==> src/rtl/i2c_master_fsm.sv <==
// -----------------------------------------------------------------------------
// i2c_master_fsm
// Control stage of the I2C master datapath. Sequences the bus phases
// (START, address, data, ACK, STOP, repeated START), generates SCL and
// drives the datapath's one-hot phase strobes, bit-phase counter and
// repeat-start countdown. Byte boundaries come from the datapath's
// bit/ACK counter.
//
// Ports
//   i2c_core_clock_i        core clock
//   reset_bit_n_i           asynchronous active-low reset
//   enable_i                request a transaction (sampled in IDLE)
//   rw_bit_i, length_i      direction and byte count, latched at START/REPEAT_START
//   repeat_start_i          end of transfer: 1 = repeated START, 0 = STOP
//   prescaler_i             half SCL period P in core clocks (2..128), latched at START
//   sda_i                   SDA sample (slave ACK/NACK)
//   counter_data_ack_i      datapath bit/ACK counter
//   *_cnt_o                 one-hot phase strobes
//   counter_detect_edge_o   bit-phase counter
//   counter_state_done_time_repeat_start_o  repeat-start countdown
//   ack_bit_o               master ACK/NACK driven for read bytes
//   scl_o, busy_o           bus clock and activity flag
//   data_req_o, rd_valid_o, done_o  single-clock event pulses
//   nack_o                  sticky slave NACK, cleared at next START
//
// state        | meaning
// IDLE         | bus released, waiting for enable_i
// START        | SCL high while the datapath pulls SDA low, P clocks
// WRITE_ADDR   | shifting out the 7-bit address + R/W bit
// READ_ACK     | sampling the slave ACK
// WRITE_DATA   | shifting out a write byte
// READ_DATA    | shifting in a read byte
// WRITE_ACK    | master drives ACK/NACK for a read byte
// STOP         | final SCL period before releasing the bus
// REPEAT_START | SCL low then high while SDA falls, 2P clocks
// -----------------------------------------------------------------------------
module i2c_master_fsm (
    input  logic       i2c_core_clock_i,
    input  logic       reset_bit_n_i,
    input  logic       enable_i,
    input  logic       rw_bit_i,
    input  logic [7:0] length_i,
    input  logic       repeat_start_i,
    input  logic [7:0] prescaler_i,
    input  logic       sda_i,
    input  logic [7:0] counter_data_ack_i,
    output logic       start_cnt_o,
    output logic       write_addr_cnt_o,
    output logic       write_data_cnt_o,
    output logic       read_data_cnt_o,
    output logic       write_ack_cnt_o,
    output logic       read_ack_cnt_o,
    output logic       stop_cnt_o,
    output logic       repeat_start_cnt_o,
    output logic [7:0] counter_detect_edge_o,
    output logic [7:0] counter_state_done_time_repeat_start_o,
    output logic       ack_bit_o,
    output logic       scl_o,
    output logic       busy_o,
    output logic       data_req_o,
    output logic       rd_valid_o,
    output logic       nack_o,
    output logic       done_o
);

    typedef enum logic [3:0] {
        IDLE, START, WRITE_ADDR, READ_ACK, WRITE_DATA,
        READ_DATA, WRITE_ACK, STOP, REPEAT_START
    } state_t;

    state_t     state, state_nxt, end_state;
    logic [7:0] cnt, countdown, p_reg, bytes_left, load_len;
    logic [7:0] p_m1, two_p_m1, two_p_m2;
    logic       rw, after_addr, nack, data_req, rd_valid, done;
    logic       timed, period_end, dec_bytes;

    // P <= 128, so 2P-1 and 2P-2 always fit in 8 bits (P=128 wraps 0-1 to 255)
    assign p_m1     = p_reg - 8'd1;
    assign two_p_m1 = {p_reg[6:0], 1'b0} - 8'd1;
    assign two_p_m2 = {p_reg[6:0], 1'b0} - 8'd2;

    assign timed      = state inside {WRITE_ADDR, READ_ACK, WRITE_DATA,
                                      READ_DATA, WRITE_ACK, STOP};
    assign period_end = timed && (cnt == two_p_m1);
    assign end_state  = repeat_start_i ? REPEAT_START : STOP;
    // a zero-length read still has to clock in one byte
    assign load_len   = (rw_bit_i && length_i == 8'd0) ? 8'd1 : length_i;
    assign dec_bytes  = period_end &&
                        ((state == READ_ACK && !sda_i && !after_addr) ||
                         (state == WRITE_ACK));

    always_ff @(posedge i2c_core_clock_i or negedge reset_bit_n_i) begin
        if (!reset_bit_n_i) state <= IDLE;
        else                state <= state_nxt;
    end

    always_comb begin
        state_nxt = state;
        case (state)
            IDLE:         if (enable_i) state_nxt = START;
            START:        if (cnt == p_m1) state_nxt = WRITE_ADDR;
            WRITE_ADDR:   if (period_end && counter_data_ack_i == 8'd2) state_nxt = READ_ACK;
            READ_ACK:
                if (period_end) begin
                    if (sda_i)               state_nxt = STOP;
                    else if (after_addr)     state_nxt = rw ? READ_DATA :
                                                         (bytes_left != 8'd0 ? WRITE_DATA : end_state);
                    else                     state_nxt = (bytes_left > 8'd1) ? WRITE_DATA : end_state;
                end
            WRITE_DATA:   if (period_end && counter_data_ack_i == 8'd2) state_nxt = READ_ACK;
            READ_DATA:    if (period_end && counter_data_ack_i == 8'd2) state_nxt = WRITE_ACK;
            WRITE_ACK:    if (period_end) state_nxt = (bytes_left > 8'd1) ? READ_DATA : end_state;
            STOP:         if (period_end) state_nxt = IDLE;
            REPEAT_START: if (countdown == 8'd0) state_nxt = WRITE_ADDR;
            default:      state_nxt = IDLE;
        endcase
    end

    always_ff @(posedge i2c_core_clock_i or negedge reset_bit_n_i) begin
        if (!reset_bit_n_i) begin
            cnt        <= 8'd0;
            countdown  <= 8'd0;
            p_reg      <= 8'd0;
            bytes_left <= 8'd0;
            rw         <= 1'b0;
            after_addr <= 1'b0;
            nack       <= 1'b0;
            data_req   <= 1'b0;
            rd_valid   <= 1'b0;
            done       <= 1'b0;
        end else begin
            if (state_nxt != state)  cnt <= 8'd0;
            else if (state == START) cnt <= cnt + 8'd1;
            else if (timed)          cnt <= period_end ? 8'd0 : cnt + 8'd1;
            else                     cnt <= 8'd0;

            if (state == WRITE_ADDR)      after_addr <= 1'b1;
            else if (state == WRITE_DATA) after_addr <= 1'b0;

            if (dec_bytes) bytes_left <= bytes_left - 8'd1;

            if (state == IDLE && state_nxt == START) begin
                p_reg      <= prescaler_i;
                rw         <= rw_bit_i;
                bytes_left <= load_len;
                nack       <= 1'b0;
            end

            // the reload must win over a WRITE_ACK/READ_ACK decrement on the same clock
            if (state_nxt == REPEAT_START && state != REPEAT_START) begin
                countdown  <= two_p_m1;
                rw         <= rw_bit_i;
                bytes_left <= load_len;
            end else if (state == REPEAT_START && countdown != 8'd0) begin
                countdown  <= countdown - 8'd1;
            end

            if (state == READ_ACK && period_end && sda_i) nack <= 1'b1;

            data_req <= (state_nxt == WRITE_DATA) && (state != WRITE_DATA);
            rd_valid <= (state == READ_DATA) && (state_nxt == WRITE_ACK);
            done     <= (state == STOP) && (state_nxt == IDLE);
        end
    end

    always_comb begin
        start_cnt_o        = (state == START);
        write_addr_cnt_o   = (state == WRITE_ADDR);
        write_data_cnt_o   = (state == WRITE_DATA);
        read_data_cnt_o    = (state == READ_DATA);
        write_ack_cnt_o    = (state == WRITE_ACK);
        read_ack_cnt_o     = (state == READ_ACK);
        stop_cnt_o         = (state == STOP);
        repeat_start_cnt_o = (state == REPEAT_START);
        busy_o             = (state != IDLE);
        ack_bit_o          = (state == WRITE_ACK) && (bytes_left <= 8'd1);
        counter_detect_edge_o                  = cnt;
        counter_state_done_time_repeat_start_o = countdown;
        data_req_o         = data_req;
        rd_valid_o         = rd_valid;
        nack_o             = nack;
        done_o             = done;
        scl_o              = 1'b1;
        if (timed && cnt >= p_m1 && cnt <= two_p_m2)
            scl_o = 1'b0;
        else if (state == REPEAT_START && countdown >= p_reg)
            scl_o = 1'b0;
    end

endmodule

==> config.mk <==
export PLATFORM = sky130hd
export DESIGN_NAME = i2c_master_fsm
export DESIGN_NICKNAME = d
export VERILOG_FILES = /design/src/rtl/i2c_master_fsm.sv
export SDC_FILE = /design/constraint.sdc
export NUM_CORES = 1
export LEC_CHECK = 0
export CAP_MARGIN = 10
export CORE_MARGIN = 1.5
export CORE_UTILIZATION = 34
export DETAILED_ROUTE_END_ITERATION = 16
export PLACE_DENSITY = 0.59
export SETUP_SLACK_MARGIN = 0.3
export SLEW_MARGIN = 20
export SYNTH_ARGS = -nofsm -noshare
export SYNTH_HDL_FRONTEND = slang
export SYNTH_SLANG_ARGS = --single-unit
export TNS_END_PERCENT = 100
==> constraint.sdc <==
create_clock -name i2c_core_clock_i -period 4 [get_ports i2c_core_clock_i]
set_input_delay 1 -clock i2c_core_clock_i [delete_from_list [all_inputs] [get_ports i2c_core_clock_i]]
set_output_delay 1 -clock i2c_core_clock_i [all_outputs]
set_load 0.01 [all_outputs]
## Word-level counts from Yosys, hierarchy flattened

Cells that the tools add are included.

| operators by class | value |
|---|---|
| add/sub/neg operators | 6 |
| magnitude comparators | 5 |
| equality and inequality tests | 18 |
| multiplexer cells | 34 |
| reductions and logical operators | 35 |

Operator list:

| kind | count |
|---|---|
| 8-bit 2-to-1 mux | 10 |
| 4-bit 2-to-1 mux | 15 |
| 4-bit one-hot mux with 8 select lines | 1 |
| 8-bit by 1-bit subtractor with 8-bit output, second input constant | 4 |
| 4-bit by 3-bit == test with 1-bit output, second input constant | 6 |
| 1-bit logical AND | 18 |
| 8-bit == test | 2 |
| 8-bit >= comparator | 2 |
| 8-bit logical NOT | 2 |
| 8-bit nonzero test | 2 |
| 8-bit by 1-bit adder with 8-bit output, second input constant | 1 |
| 4-bit by 1-bit == test with 1-bit output, second input constant | 2 |
| 4-bit by 2-bit == test with 1-bit output, second input constant | 2 |
| 4-bit == test, second input constant | 2 |
| 8-bit by 2-bit == test with 1-bit output, second input constant | 1 |
| 8-bit by 1-bit > comparator with 1-bit output, second input constant | 1 |
| 8-bit by 1-bit <= comparator with 1-bit output, second input constant | 1 |
| 8-bit <= comparator | 1 |
| 4-bit logical NOT | 2 |
| 1-bit 2-to-1 mux | 8 |
| 2-bit nonzero test | 4 |
| 8-bit by 2-bit subtractor with 8-bit output, second input constant | 1 |
| 6-bit nonzero test | 1 |
| 4-bit by 3-bit inequality test with 1-bit output, second input constant | 1 |
| 7 further kinds | 8 |

| word-level totals | value |
|---|---|
| register bits | 42 |
| input bits | 30 |
| logic and storage cells | 109 |

## Longest topological paths before layout

Gate-level depths: netlist (run 1).

| logic depth | value |
|---|---|
| depth after elaboration | 11 |
| gate-level depth with buffers | 12 |

## Worst setup path before layout (run 1)

No wires, ideal clock.

| timing path | value |
|---|---|
| path type | flip-flop to output port |
| start point | register p_reg[2] |
| end point | output port scl_o |
| arrival | 2.111 ns |
| data required time | 3.000 ns |
| slack | 0.889 ns |
| stages on the path, launching flop included | 11 |
| cell sequence | dfrtp_1 -> nor3_1 -> nand2_1 -> nor2_1 -> xnor2_1 -> ha_1 -> a21o_1 -> a21o_1 -> a21oi_1 -> o21ai_0 -> a32oi_1 |

| on the way | value |
|---|---|
| cells in the longest elaborated chain, start to end | 5 |
| elaborated cells on any way between the ends | 10 |
| those cells by class | add/sub: 2; order compare: 3; mux: 2; reduce/logical: 3 |

Ends and longest elaborated chain:

| item | RTL line | text |
|---|---|---|
| start, declared | 72 | `logic [7:0] cnt, countdown, p_reg, bytes_left, load_len;` |
| start signal, assigned | 143 | `p_reg <= prescaler_i;` |
| 8-bit by 1-bit subtractor with 8-bit output | 78 | `assign p_m1 = p_reg - 8'd1;` |
| 8-bit >= comparator | 184 | `if (timed && cnt >= p_m1 && cnt <= two_p_m2)` |
| 1-bit logical AND (2 in a row) | 184 |  |
| 1-bit 2-to-1 mux (*) | 184 |  |
| end, declared | 58 | `output logic scl_o,` |

Mark *: on every way between the ends. The rest lies on a longest branch, timed or not.

## Final worst setup path (run 1)

| timing path | value |
|---|---|
| start point | register p_reg[0] |
| end point | output port scl_o |

The elaborated chain is that of the path after synthesis.

==> results of run 1 <==
cell families after synthesis:
logic type	Yosys count	share of synthesized area (%)
AOI/OAI and AO/OA	64	13.5
xor gates and xnor gates	26	7.34
adders and majority gates	30	12.1
buffers and inverters	34	4.35
DFF	42	33.9
muxes	13	4.60
and+or+nand+nor	127	24.2
critical path, delay by kind of cell, from the launching register on:
family / cells / cell delay (ps)
AOI/OAI and AO/OA: 5 / 770
xor gates and xnor gates: 1 / 150
adders and majority gates: 1 / 270
buffers and inverters: 1 / 160
DFF: 1 / 430
and+or+nand+nor: 3 / 510
Yosys cell counts (all sizes together), types with 2 or more instances:
| cell type | number | area share [%] |
|---|---|---|
| nand4bb | 2 | 0.73 |
| nor3 | 13 | 2.1 |
| mux2i | 3 | 0.97 |
| nor4 | 18 | 3.6 |
| and4 | 3 | 0.85 |
| clkbuf | 6 | 0.73 |
| o221ai | 2 | 0.56 |
| a31oi | 2 | 0.40 |
| a22oi | 2 | 0.48 |
| and3 | 4 | 0.81 |
| buf | 4 | 0.73 |
| and2 | 2 | 0.40 |
| dfrtp | 42 | 34 |
| xor2 | 6 | 1.7 |
| nor2 | 18 | 2.3 |
| mux2 | 10 | 3.6 |
| nand2 | 20 | 2.4 |
| nand2b | 5 | 1.0 |
| o31ai | 3 | 0.73 |
| ha | 30 | 12 |
| inv | 24 | 2.9 |
| nor4b | 5 | 1.8 |
| nand3 | 12 | 1.9 |
| or4 | 5 | 1.6 |
| o21bai | 3 | 0.73 |
| a21oi | 18 | 3.0 |
| or2 | 3 | 0.60 |
| a21o | 8 | 1.9 |
| xnor2 | 20 | 5.6 |
| or3 | 5 | 1.0 |
| nand4 | 5 | 1.0 |
| nor3b | 2 | 0.65 |
| o21ai | 17 | 2.9 |
where the power goes:
| part | total (mW) | switching, mW | internal (mW) |
|---|---|---|---|
| Sequential | 0.737 | 0.196 | 0.542 |
| Combinational | 1.23 | 0.637 | 0.594 |
| Clock | 0.293 | 0.153 | 0.140 |
per-stage QoR:
step	setup WS (ps)	total power, mW	instances	hold WS (ps)
2_1_floorplan	889	1.50	336	495
3_3_place_gp	307	1.86	499	494
3_5_place_dp	255	1.89	499	493
4_1_cts	310	2.23	508	529
5_1_grt	229	2.45	511	569
6_report	408	2.26	511	522
layout make-up:
type                    count  area, um^2  area share, %
flip-flops and latches     42        1050           26.3
clock buffers               7        86.3           2.16
inverters                  24        90.1           2.25
clock inverters             1        5.00          0.125
repair buffers             69         661           16.5
well taps                 108         135           3.38
multi-input cells         260        1970           49.3
routing by layer:
metal	up-vias	global-route usage, %	routed length, um
met5	-	0	0
met4	0	3.14	39
met3	4	3.05	308
met2	61	29.5	4090
met1	1346	23.9	3960
li1	1366	-	-
final timing paths:
path                       depth (start not counted)  slack [ps]                                   endpoint           from
max in group asynchronous                          1        2930                                   p_reg[5]  reset_bit_n_i
max reg2reg                                       13         630                                 data_req_o       p_reg[0]
max                                               11         410                                      scl_o       p_reg[0]
min                                                1         520                                     nack_o         nack_o
min in group asynchronous                          1         690  counter_state_done_time_repeat_start_o[7]  reset_bit_n_i
min reg2reg                                        1         520                                     nack_o         nack_o
what timing repair did:
action | CTS | global route
setup endpoints to repair | 1 | 7
setup buffers | 1 | 3
gates resized for setup | 11 | 5
pin swaps | 3 | 6
==> summary.txt, run 1 <==
Status
  • Status: finished, final reports clean

Worst setup path
  • WP data required: 3000 ps
  • Crit path largest cell delay: 430 ps
  • Critical path peak fanout: 3
  • Crit end category: output port
  • Crit path launch type: flip-flop
  • Crit-path cells: nor3_2 > nand2_1 > nor2_2 > xnor2_2 > ha_1 > a21o_1 > a21o_1 > a21oi_1 > o21ai_0 > a32oi_1 > buf_2
  • Worst EP arrival: 2590 ps
  • Crit path kind: flip-flop to output port
  • CP most frequent cell: a21o_1
  • CP max-delay cell: dfrtp_1

Floorplanning
  • Site Rows: 34
  • I/O Pins: 61
  • Initial Util: 35.4%
  • DIE AREA: 9710 um^2
  • Chip Height: 98.5 um
  • Placeable Area: 8760 um^2
  • Chip Width: 98.5 um

Routing
  • Vias per inst: 5.43
  • 1st-iter DRT viols: 122
  • Drc violations: 0
  • Antenna viol nets, final: 0
  • WL final: 8400 um
  • Vias: 2777
  • Mean routed wirelength per cell: 16.4 um
  • 1st-pass router iterations: 5

Power and ir drop
  • PwrDens: 565 nW/um^2
  • Max VDD drop: 0.000177 V
  • Leak: 1.69 nW

Layout
  • Layout net count: 462
  • Layout cell share with drive strength beyond 1: 13.4%
  • Fill count: 889
  • Commonest non-fill, non-tap cell in the layout: clkdlybuf4s50_1
  • Util after Layout: 45.6%
  • Finished Cell Area: 4000 um^2
  • Commonest cells after routing, fill and taps aside: 58 x clkdlybuf4s50_1, 42 x dfrtp_1, 29 x ha_1
  • Diode count: 0
  • Area growth syn-to-layout: 28.9%

Timing
  • Slew margin rel.: 45.4%
  • Worst Tran Pin Value: 810 ps
  • Period utilisation layout: 89.8%
  • Post-Route Skew: 11.2 ps
  • FMAX: 278 MHz
  • Min Tclk post-route: 3590 ps
  • Unrepaired setup endpoints after global routing: true
  • Final TNS setup: 0 ps
  • Final hold violation count: 0
  • Final Slew Violations: 0
  • Final setup fails: 0

Global routing
  • Total grt overflow: 0
  • First-pass GRT wire length: 13700 um
  • Largest net degree at the start of global routing: 43
  • Vias in the first global route: 2723
  • GRT Util Overall: 17.5%
  • Initial antenna violation count: 0

Placed design
  • Hpwl dp: 6400 um
  • GPL Wtd Cong: 0.850
  • Placed instance area: 3830 um^2
  • IO buf count: 60

Clocking
  • Number of H-tree levels: 2
  • Hold buffer count at cts: 0
  • CTS Root Cell: clkbuf_8
  • Cts bufs inserted: 5
  • Skew-Pair Late Insertion Delay: 290 ps
  • CTS Buffer Depth: 2
  • Number of clock sinks: 42
  • Worst-path clk slew: 90 ps
  • TritonCTS clock tree: yes

Synth
  • Synthesis-stage register bit count: 42
  • Sequential share of the synthesized area: 33.9%
  • EDFF count, synth: 0
  • Synthesized net count: 396
  • Async set-or-reset flop fraction in the synthesized netlist: 100%
  • Mapped Area: 3100 um^2
  • Top FF cell, synth: dfrtp_1
  • Mean Syn Cell Area: 9.24 um^2
  • Synth warnings: 0
  • Netlist cell types: 57
  • Syn Inst Count: 336

Worst hold path
  • Hold WC Path Type: flip-flop to flip-flop

Flow run
  • Max Cap Viol: 0
(Power assumes the default switching activity.)
==> run 2: changes to the inputs <==
--- a/config.mk
+++ b/config.mk
@@ -6,10 +6,12 @@
 export NUM_CORES = 1
 export LEC_CHECK = 0
 export CAP_MARGIN = 10
+export CORE_ASPECT_RATIO = 1.1
 export CORE_MARGIN = 1.5
 export CORE_UTILIZATION = 34
 export DETAILED_ROUTE_END_ITERATION = 16
-export PLACE_DENSITY = 0.59
+export DONT_BUFFER_PORTS = 1
+export PLACE_DENSITY = 0.51
 export SETUP_SLACK_MARGIN = 0.3
 export SLEW_MARGIN = 20
 export SYNTH_ARGS = -nofsm -noshare
==> run 2 against run 1 <==
  * Final area shrank 14%
  * Non-clock buffer count down 61
  * Critical path depth fell by 1
  * Die area is essentially flat
  * Clock skew grew 4.1 ps
  * Critical path type unchanged
  * Highest routed layer unchanged
==> summary.txt, run 2 (synthesis results as in run 1) <==
Placed design
  • GPL Wtd Cong: 0.857 (+0.85%)
  • Hpwl dp: 6260 um (-2.2%)
  • IO buf count: 0 (-100%)
  • Placed instance area: 3220 um^2 (-16%)

Floorplanning
  • Initial Util: 35.0% (-0.44 points)
  • I/O Pins: 61 (unchanged)
  • Placeable Area: 8870 um^2 (+1.3%)
  • Chip Width: 94.1 um (-4.5%)
  • DIE AREA: 9710 um^2 (about the same)
  • Chip Height: 103 um (+4.7%)
  • Site Rows: 36 (+5.9%)

Clocking
  • CTS Buffer Depth: 2 (unchanged)
  • Cts bufs inserted: 5 (unchanged)
  • Skew-Pair Late Insertion Delay: 310 ps (+20 ps)
  • Number of H-tree levels: 2 (unchanged)
  • Worst-path clk slew: 100 ps (about the same)
  • TritonCTS clock tree: yes
  • Number of clock sinks: 42 (unchanged)
  • CTS Root Cell: clkbuf_8

Routing
  • 1st-pass router iterations: 4 (-1)
  • Antenna viol nets, final: 0 (unchanged)
  • Vias per inst: 5.59 (+2.9%)
  • Vias: 2551 (-8.1%)
  • Mean routed wirelength per cell: 17.9 um (+8.9%)
  • Drc violations: 0 (unchanged)
  • 1st-iter DRT viols: 69 (-43%)
  • WL final: 8160 um (-2.8%)

Power and ir drop
  • PwrDens: 640 nW/um^2 (+13%)
  • Max VDD drop: 0.000264 V (+50%)
  • Leak: 1.46 nW (-14%)

Worst setup path
  • CP max-delay cell: dfrtp_2
  • Crit end category: output port
  • Critical path peak fanout: 5 (+2)
  • WP data required: 3000 ps (about the same)
  • Worst EP arrival: 2560 ps (-30 ps)
  • Crit path largest cell delay: 460 ps (+30 ps)
  • Crit path launch type: flip-flop
  • Crit path kind: flip-flop to output port
  • Crit-path cells: nor3_4 > nand2_1 > nor2_2 > xnor2_2 > ha_1 > a21o_1 > a21o_1 > a21oi_1 > o21ai_0 > a32oi_2
  • CP most frequent cell: a21o_1

Layout
  • Commonest non-fill, non-tap cell in the layout: dfrtp_1
  • Commonest cells after routing, fill and taps aside: 41 x dfrtp_1, 29 x ha_1, 22 x inv_1
  • Diode count: 0 (unchanged)
  • Area growth syn-to-layout: 10.9%
  • Finished Cell Area: 3440 um^2 (-14%)
  • Layout cell share with drive strength beyond 1: 15.8% (+2.4 points)
  • Layout net count: 401 (-13%)

Global routing
  • Vias in the first global route: 2483 (-8.8%)
  • GRT Util Overall: 17.5% (-0.028 points)
  • Largest net degree at the start of global routing: 43 (unchanged)
  • Initial antenna violation count: 0 (unchanged)
  • First-pass GRT wire length: 13000 um (-5.7%)
  • Total grt overflow: 0 (unchanged)

Timing
  • Slew margin rel.: 40.2% (-5.2 points)
  • Post-Route Skew: 15.3 ps (+4.13 ps)
  • WHS: 371 ps (-151 ps)
  • Min Tclk post-route: 3560 ps (-36.4 ps)
  • Final Slew Violations: 0 (unchanged)
  • Unrepaired setup endpoints after global routing: false
  • Final setup fails: 0 (unchanged)
  • Worst Tran Pin Value: 887 ps (+76.7 ps)
  • Final hold violation count: 0 (unchanged)
  • FMAX: 281 MHz (+1.0%)
  • Final TNS setup: 0 ps (unchanged)
  • Period utilisation layout: 88.9% (-0.91 points)

Flow run
  • Max Cap Viol: 0 (unchanged)

Worst hold path
  • Hold WC Path Type: input port to asynchronous set/reset pin

Status
  • Status: finished, final reports clean
run 2: where the power goes:
group	internal, mW	total (mW)	switching [mW]
sequential	0.542	0.759	0.217
combinational	0.539	1.15	0.609
clock	0.125	0.296	0.171
run 2: layout make-up:
cell class / instances / area (um^2)
Fill cell: 909 / 5430
Inverter: 24 / 90.1
Clock inverter: 3 / 23.8
Multi-Input combinational cell: 260 / 2000
Tap cell: 114 / 143
Sequential cell: 42 / 1050
Timing Repair Buffer: 8 / 60.1
Clock buffer: 5 / 68.8
run 2: path summary, 6_finish.rpt:
path / from / end / slack, ps / cells past startpoint
setup reg to reg: p_reg[0] / counter_detect_edge_o[4] / 650 / 14
setup / recovery: p_reg[0] / scl_o / 440 / 10
hold / removal: reset_bit_n_i / counter_state_done_time_repeat_start_o[2] / 370 / 0
min in group i2c_core_clock_i: rw / rw / 540 / 1
hold reg to reg: rw / rw / 540 / 1
max in group asynchronous: reset_bit_n_i / counter_state_done_time_repeat_start_o[7] / 3530 / 0
run 2: what timing repair did:
item | in CTS | in global routing
hold buffers | 0 | 0
gates resized for setup | 6 | 11
pin swaps | 4 | 5
buffers inserted | 3 | 2
setup endpoints to repair | 1 | 8
run 2: metrics by stage:
stage               utilization, %  power, mW  cells  worst slack (ps)
global route                  38.8       2.41    456               263
detailed placement            36.3       1.78    443               477
CTS                           38.0       2.14    454               309
finish                        38.8       2.20    456               445
floorplan                        -       1.50    336               889
global placement              36.3       1.75    443               537
run 2: critical path, delay by kind of cell (launching register included):
kind                       cells  cell delay (ps)
and+or+nand+nor                3              460
adders and majority gates      1              290
xor gates and xnor gates       1              150
AOI/OAI and AO/OA              5              890
DFF                            1              460
run 2: metal layers:
metal / global-route usage [%] / vias up / wire (um)
li1: - / 1247 / -
met1: 21.6 / 1215 / 3530
met2: 30.4 / 81 / 3950
met3: 4.97 / 8 / 588
met4: 4.13 / 0 / 91
met5: 0 / - / 0
